**config.mk**
```make
export PLATFORM = sky130hd
export DESIGN_NAME = mem_arbiter
export DESIGN_NICKNAME = d
export VERILOG_FILES = /design/src/rtl/mem_arbiter.sv
export SDC_FILE = /design/constraint.sdc
export NUM_CORES = 1
export LEC_CHECK = 0
export CORE_MARGIN = 2
export CORE_UTILIZATION = 49
export DETAILED_ROUTE_END_ITERATION = 10
export PLACE_DENSITY = 0.85
export SYNTH_ARGS = -nofsm -noshare
export SYNTH_HDL_FRONTEND = slang
export SYNTH_SLANG_ARGS = --single-unit
```
**constraint.sdc**
```tcl
create_clock -name CLK -period 4.16 [get_ports CLK]
set_clock_uncertainty 0.1 [all_clocks]
set_input_delay 1.248 -clock CLK [delete_from_list [all_inputs] [get_ports CLK]]
set_output_delay 1.248 -clock CLK [all_outputs]
set_load 0.005 [all_outputs]
```
**src/rtl/mem_arbiter.sv**
```systemverilog
// -----------------------------------------------------------------------------
// mem_arbiter
//
// Shares one 32-bit-word unified main memory between the data cache and the
// instruction cache. A data-cache block read or write is a single memory beat.
// An instruction-cache block fill is a 4-beat burst of word reads assembled
// into one 128-bit block. When both caches want the memory, the arbiter
// alternates between them (round-robin). Each cache sees its usual
// READ/WRITE/BUSYWAIT handshake.
//
// Parameters
//   MEM_AW  word-address width of the unified memory
//   IBASE   word base of the instruction region (I block n -> IBASE+4n..+3)
//   DBASE   word base of the data region        (D block n -> DBASE+n)
//
// Ports
//   CLK, RESET_N         clock (posedge) and asynchronous active-low reset
//   D_READ / D_WRITE     dcache block request, held until D_BUSYWAIT drops
//   D_ADDRESS            dcache block address (6 bits)
//   D_WRITEDATA          dcache write word
//   D_READDATA           dcache read word, holds until the next D read
//   D_BUSYWAIT           dcache stall (combinational)
//   I_READ / I_ADDRESS   icache fill request and block address
//   I_READDATA           icache 128-bit block, beat k in bits [32k+31:32k]
//   I_BUSYWAIT           icache stall (combinational)
//   M_READ / M_WRITE     memory word strobes (registered)
//   M_ADDRESS            memory word address (registered)
//   M_WRITEDATA          memory write word (registered)
//   M_READDATA           memory read word
//   M_BUSYWAIT           memory busy; low in the cycle a beat completes
// -----------------------------------------------------------------------------
module mem_arbiter #(
    parameter int unsigned MEM_AW = 10,
    parameter int unsigned IBASE  = 0,
    parameter int unsigned DBASE  = 256
) (
    input  logic              CLK,
    input  logic              RESET_N,
    input  logic              D_READ,
    input  logic              D_WRITE,
    input  logic [5:0]        D_ADDRESS,
    input  logic [31:0]       D_WRITEDATA,
    output logic [31:0]       D_READDATA,
    output logic              D_BUSYWAIT,
    input  logic              I_READ,
    input  logic [5:0]        I_ADDRESS,
    output logic [127:0]      I_READDATA,
    output logic              I_BUSYWAIT,
    output logic              M_READ,
    output logic              M_WRITE,
    output logic [MEM_AW-1:0] M_ADDRESS,
    output logic [31:0]       M_WRITEDATA,
    input  logic [31:0]       M_READDATA,
    input  logic              M_BUSYWAIT
);

    typedef enum logic [2:0] {
        IDLE,
        D_ACC,
        D_DONE,
        I_ACC,
        I_GAP,
        I_DONE
    } state_t;

    typedef enum logic {
        GRANT_D,
        GRANT_I
    } grant_t;

    localparam logic [MEM_AW-1:0] IBASE_W = MEM_AW'(IBASE);
    localparam logic [MEM_AW-1:0] DBASE_W = MEM_AW'(DBASE);

    state_t            state;
    state_t            next_state;
    grant_t            last_grant;
    grant_t            next_last_grant;
    logic [1:0]        beat;
    logic [1:0]        next_beat;
    logic [5:0]        i_block;
    logic [5:0]        next_i_block;
    logic              next_m_read;
    logic              next_m_write;
    logic [MEM_AW-1:0] next_m_address;
    logic [31:0]       next_m_writedata;
    logic              capture_d;
    logic              capture_i;
    logic              d_req;
    logic              i_req;
    logic              pick_d;

    // Word address of beat b of instruction block blk; wraps modulo 2^MEM_AW.
    function automatic logic [MEM_AW-1:0] i_word(input logic [5:0] blk, input logic [1:0] b);
        return IBASE_W + MEM_AW'({blk, b});
    endfunction

    assign d_req = D_READ | D_WRITE;
    assign i_req = I_READ;

    // On a tie the data side wins unless it was the one served last.
    assign pick_d = d_req & (~i_req | (last_grant == GRANT_I));

    // Stalls are raw combinational functions of the request, so they track the
    // request even while reset is held; they drop only in the DONE cycle.
    assign D_BUSYWAIT = d_req & (state != D_DONE);
    assign I_BUSYWAIT = i_req & (state != I_DONE);

    // State register.
    always_ff @(posedge CLK or negedge RESET_N) begin
        if (!RESET_N) begin
            state      <= IDLE;
            last_grant <= GRANT_I;
            beat       <= 2'd0;
            i_block    <= 6'd0;
        end else begin
            state      <= next_state;
            last_grant <= next_last_grant;
            beat       <= next_beat;
            i_block    <= next_i_block;
        end
    end

    // Next-state and next memory-interface values. The memory strobes, address
    // and write data are registered, so the values chosen here appear on the
    // memory port during the cycle after the decision.
    always_comb begin
        next_state       = state;
        next_last_grant  = last_grant;
        next_beat        = beat;
        next_i_block     = i_block;
        next_m_read      = M_READ;
        next_m_write     = M_WRITE;
        next_m_address   = M_ADDRESS;
        next_m_writedata = M_WRITEDATA;
        capture_d        = 1'b0;
        capture_i        = 1'b0;

        case (state)
            IDLE: begin
                if (pick_d) begin
                    // Write has priority over read if a cache raises both.
                    next_state     = D_ACC;
                    next_m_write   = D_WRITE;
                    next_m_read    = ~D_WRITE;
                    next_m_address = DBASE_W + MEM_AW'(D_ADDRESS);
                    if (D_WRITE) begin
                        next_m_writedata = D_WRITEDATA;
                    end
                end else if (i_req) begin
                    next_state     = I_ACC;
                    next_m_read    = 1'b1;
                    next_m_write   = 1'b0;
                    next_beat      = 2'd0;
                    next_i_block   = I_ADDRESS;
                    next_m_address = i_word(I_ADDRESS, 2'd0);
                end
            end

            D_ACC: begin
                if (!M_BUSYWAIT) begin
                    capture_d    = M_READ;
                    next_m_read  = 1'b0;
                    next_m_write = 1'b0;
                    next_state   = D_DONE;
                end
            end

            D_DONE: begin
                next_last_grant = GRANT_D;
                next_state      = IDLE;
            end

            I_ACC: begin
                if (!M_BUSYWAIT) begin
                    capture_i   = 1'b1;
                    next_m_read = 1'b0;
                    if (beat == 2'd3) begin
                        next_beat  = 2'd0;
                        next_state = I_DONE;
                    end else begin
                        next_beat  = beat + 2'd1;
                        next_state = I_GAP;
                    end
                end
            end

            // One idle cycle between beats lets the memory see the strobe drop
            // and re-arm for the next word.
            I_GAP: begin
                next_m_read    = 1'b1;
                next_m_address = i_word(i_block, beat);
                next_state     = I_ACC;
            end

            I_DONE: begin
                next_last_grant = GRANT_I;
                next_state      = IDLE;
            end

            default: begin
                next_state   = IDLE;
                next_m_read  = 1'b0;
                next_m_write = 1'b0;
            end
        endcase
    end

    // Memory-port registers and the read-data holding registers. Reset clears
    // them asynchronously, which also drops the strobes immediately and throws
    // away any partially assembled instruction block.
    always_ff @(posedge CLK or negedge RESET_N) begin
        if (!RESET_N) begin
            M_READ      <= 1'b0;
            M_WRITE     <= 1'b0;
            M_ADDRESS   <= '0;
            M_WRITEDATA <= 32'd0;
            D_READDATA  <= 32'd0;
            I_READDATA  <= 128'd0;
        end else begin
            M_READ      <= next_m_read;
            M_WRITE     <= next_m_write;
            M_ADDRESS   <= next_m_address;
            M_WRITEDATA <= next_m_writedata;
            if (capture_d) begin
                D_READDATA <= M_READDATA;
            end
            if (capture_i) begin
                I_READDATA[{beat, 5'b00000} +: 32] <= M_READDATA;
            end
        end
    end

endmodule

```
==> metrics.txt <==
antenna cell count 0; Gate Count Post-Synth 692; unrepaired setup endpoints after global routing false; critical path launch point type primary input; Starting Density 0.5044; Pleak 0.005325 uW; Synth cell types 42; fmax 255.1 MHz; Die Wd 135.1 um; ANT nets after route 0; # nets final 1058; Max-Cap Viols 0; Synthesized Nets 780; final hold vios 0; CP most frequent cell clkdlybuf4s50_1; Die Span Y 135.1 um; cell at the slowest stage of the critical path clkdlybuf4s50_1; PwrDens 692.6 nW/um^2; critical path class in -> out; Post-CTS Setup Bufs 0; VDD IR-drop max 0.5749 mV; DR vias 6633; worst skew pair latency 0.50 ns; number of I/O pins 288; placeable core region 16700 um^2; register bit total from synthesis 215; pin count of the biggest net entering global routing 78; Avg Vias per Cell 5.500; Clock Path Buffers 3; run status complete, no violations; DR DRC count 0; Fill cells 1105; Post-DP HPWL 16530 um; initial DRC count 325; worst stage delay on the critical path 0.56 ns; Finish-stage setup viols 0; yosys warns 0; Max-slew headroom 0.3964; slew at the pin with the worst max-slew slack 0.9035 ns; area of the multi-input gates 2819 um^2; HP Class reg -> reg; Syn Area/Cell 12.17 um^2; CTS tree built; CP required 2.81 ns; Num CTS Buffers 22; sequential area share after synthesis 0.6388; share of layout cells above drive strength 1 0.1400; Final Power 8541 uW; Pins Over Slew Limit 0; fin crit period 3.921 ns; # hold bufs at CTS 0; Clk pin slew, worst setup/hold paths 0.06 ns; row count 47; Top delay family on crit path buffers and inverters; Port Buf Inserts 286; GP Congestion 0.8077; Setup crit end kind output port; setup_tns 0 ns; Post-CTS Resized 0; gr ovfl total 0; TritonCTS Sinks 215; die area 18260 um^2; final worst path period share 0.9424; vias in the first global route 6800; DR pass1 iterations 5; wire per inst 20.86 um; Layout area overhead 46.38%; global-route wire length before repair 38850 um; root buffer cell clkbuf_16; initial antenna violation count 0; drt total wl 25160 um; WP data arrival 2.57 ns; Synth Cell Area 8424 um^2; FF+latch area 5381 um^2; critical path, cell by cell clkdlybuf4s50_1, nor2_1, a31oi_1, clkdlybuf4s50_1; WP buf/inv 2; H-tree Lvls 1; crit-path max FO 5; gr usage total 0.2739
synthesized netlist by cell type:
library cell	instances	area share
dfstp_2	1	0.0031
dfrtp_1	214	0.64
buf_4	6	0.0053
a2bb2oi_1	1	0.0010
a22o_1	64	0.067
and2_1	1	0.00074
and3_1	1	0.00074
ha_1	6	0.0089
conb_1	1	0.00045
o31ai_1	1	0.00089
nor2_1	10	0.0045
inv_1	5	0.0022
o211ai_1	2	0.0018
a21boi_0	1	0.00089
clkbuf_1	18	0.0080
nor4bb_1	1	0.0012
nor3_4	1	0.0019
mux2i_1	4	0.0048
nor4_1	2	0.0015
nand3_2	1	0.0012
a31oi_1	5	0.0037
nand3b_1	5	0.0045
a21boi_1	1	0.00089
a21oi_1	7	0.0042
nor2_2	1	0.00074
nand4b_1	1	0.0010
and4bb_2	1	0.0015
nand2b_1	2	0.0015
o21a_1	1	0.00089
nand2_2	3	0.0022
nand2_4	1	0.0013
buf_2	23	0.014
a211oi_1	2	0.0018
nor3_2	1	0.0012
nor3b_1	1	0.00089
xor2_1	1	0.0010
nand3_1	8	0.0048
o21ai_0	75	0.045
a21o_1	1	0.00089
nand2_1	139	0.062
nor3_1	1	0.00059
mux2_2	71	0.095
path summary, 6_finish.rpt:
check	startpoint	endpoint	slack, ns	cells after the start
worst max-delay path	D_WRITE	D_BUSYWAIT	0.24	4
worst min-delay path	I_READDATA[67]	I_READDATA[67]	0.38	2
worst max register to register	state[2]	M_WRITEDATA[9]	1.63	4
worst min register to register	I_READDATA[67]	I_READDATA[67]	0.38	2
max in group asynchronous	RESET_N	I_READDATA[44]	2.49	2
min in group asynchronous	RESET_N	I_READDATA[118]	0.64	1
registers in the layout, summed over array words and instances (netlist names):
name	count
i_block	6
M_WRITEDATA	32
M_ADDRESS	9
beat	2
I_READDATA	128
D_READDATA	32
M_READ	1
M_WRITE	1
state	3
last_grant	1
worst reg2reg max path, cell delays in order, from the launching register on:
cell	delay (ns)
dfrtp_1	0.38
buf_4	0.21
nor3_2	0.40
nand3_2	0.74
mux2_2	0.57
layer usage:
metal,part of all wire,routed length [um],track usage
met1,0.40,9967,0.3510
met2,0.49,12440,0.4636
met3,0.092,2314,0.07733
met4,0.017,434,0.06713
met5,0,0,0
stage by stage:
stage                     setup slack (ns)    util  hold slack [ns]  cell area [um^2]  std cells
after floorplan                      1.369       -           0.3568              8424        692
after detailed placement            0.2807  0.6901           0.3690             11520       1166
after global placement              0.2877  0.6901           0.3612             11520       1166
after CTS                           0.2231  0.7384           0.3827             12330       1206
final                               0.2394  0.7384           0.3772             12330       1206
after global routing               0.09975  0.7384           0.4010             12330       1206
where the power goes:
group          total, uW  switching (uW)  leakage, uW  internal (uW)
registers           3290             461      0.00282           2830
logic               3080            1190      0.00211           1890
clock network       2160             831     0.000394           1330
total               8540            2480      0.00533           6060
kinds of logic (layout without fill, tap and decap cells):
| logic type | count (synthesis) | after routing | synth area share |
|---|---|---|---|
| fa+ha+maj | 6 | 6 | 0.008911 |
| flops | 215 | 215 | 0.6388 |
| simple gates | 181 | 181 | 0.09387 |
| mux | 75 | 75 | 0.09966 |
| other cells | 1 | 1 | 0.0004451 |
| xor+xnor | 1 | 1 | 0.001040 |
| compound gates | 161 | 161 | 0.1280 |
| buf+inv | 52 | 346 | 0.02926 |
layout make-up:
cell class / count / area share
Clock inverter: 12 / 0.01400
Multi-Input combinational cell: 425 / 0.2286
Clock buffer: 28 / 0.05144
Tap cell: 220 / 0.02232
Sequential cell: 215 / 0.4364
Timing Repair Buffer: 301 / 0.2457
Inverter: 5 / 0.001522
layout by cell type (no fill, tap or decap), types with 2 or more instances in the layout:
cell,count
a211oi_1,2
nor2_1,10
nand2b_1,2
nand2_2,4
mux2_2,71
nand3_1,8
nand2_1,138
a22o_1,64
a21oi_1,7
o211ai_1,2
bufinv_16,4
buf_4,11
nand3b_1,5
mux2i_1,4
nor4_1,2
buf_12,4
o21ai_0,75
clkinv_2,4
dfrtp_1,214
clkbuf_8,4
a31oi_1,5
clkbuf_16,23
inv_1,5
clkdlybuf4s50_1,285
ha_1,6
clkinvlp_4,2
Note: power is estimated with default switching activity, not from simulation.
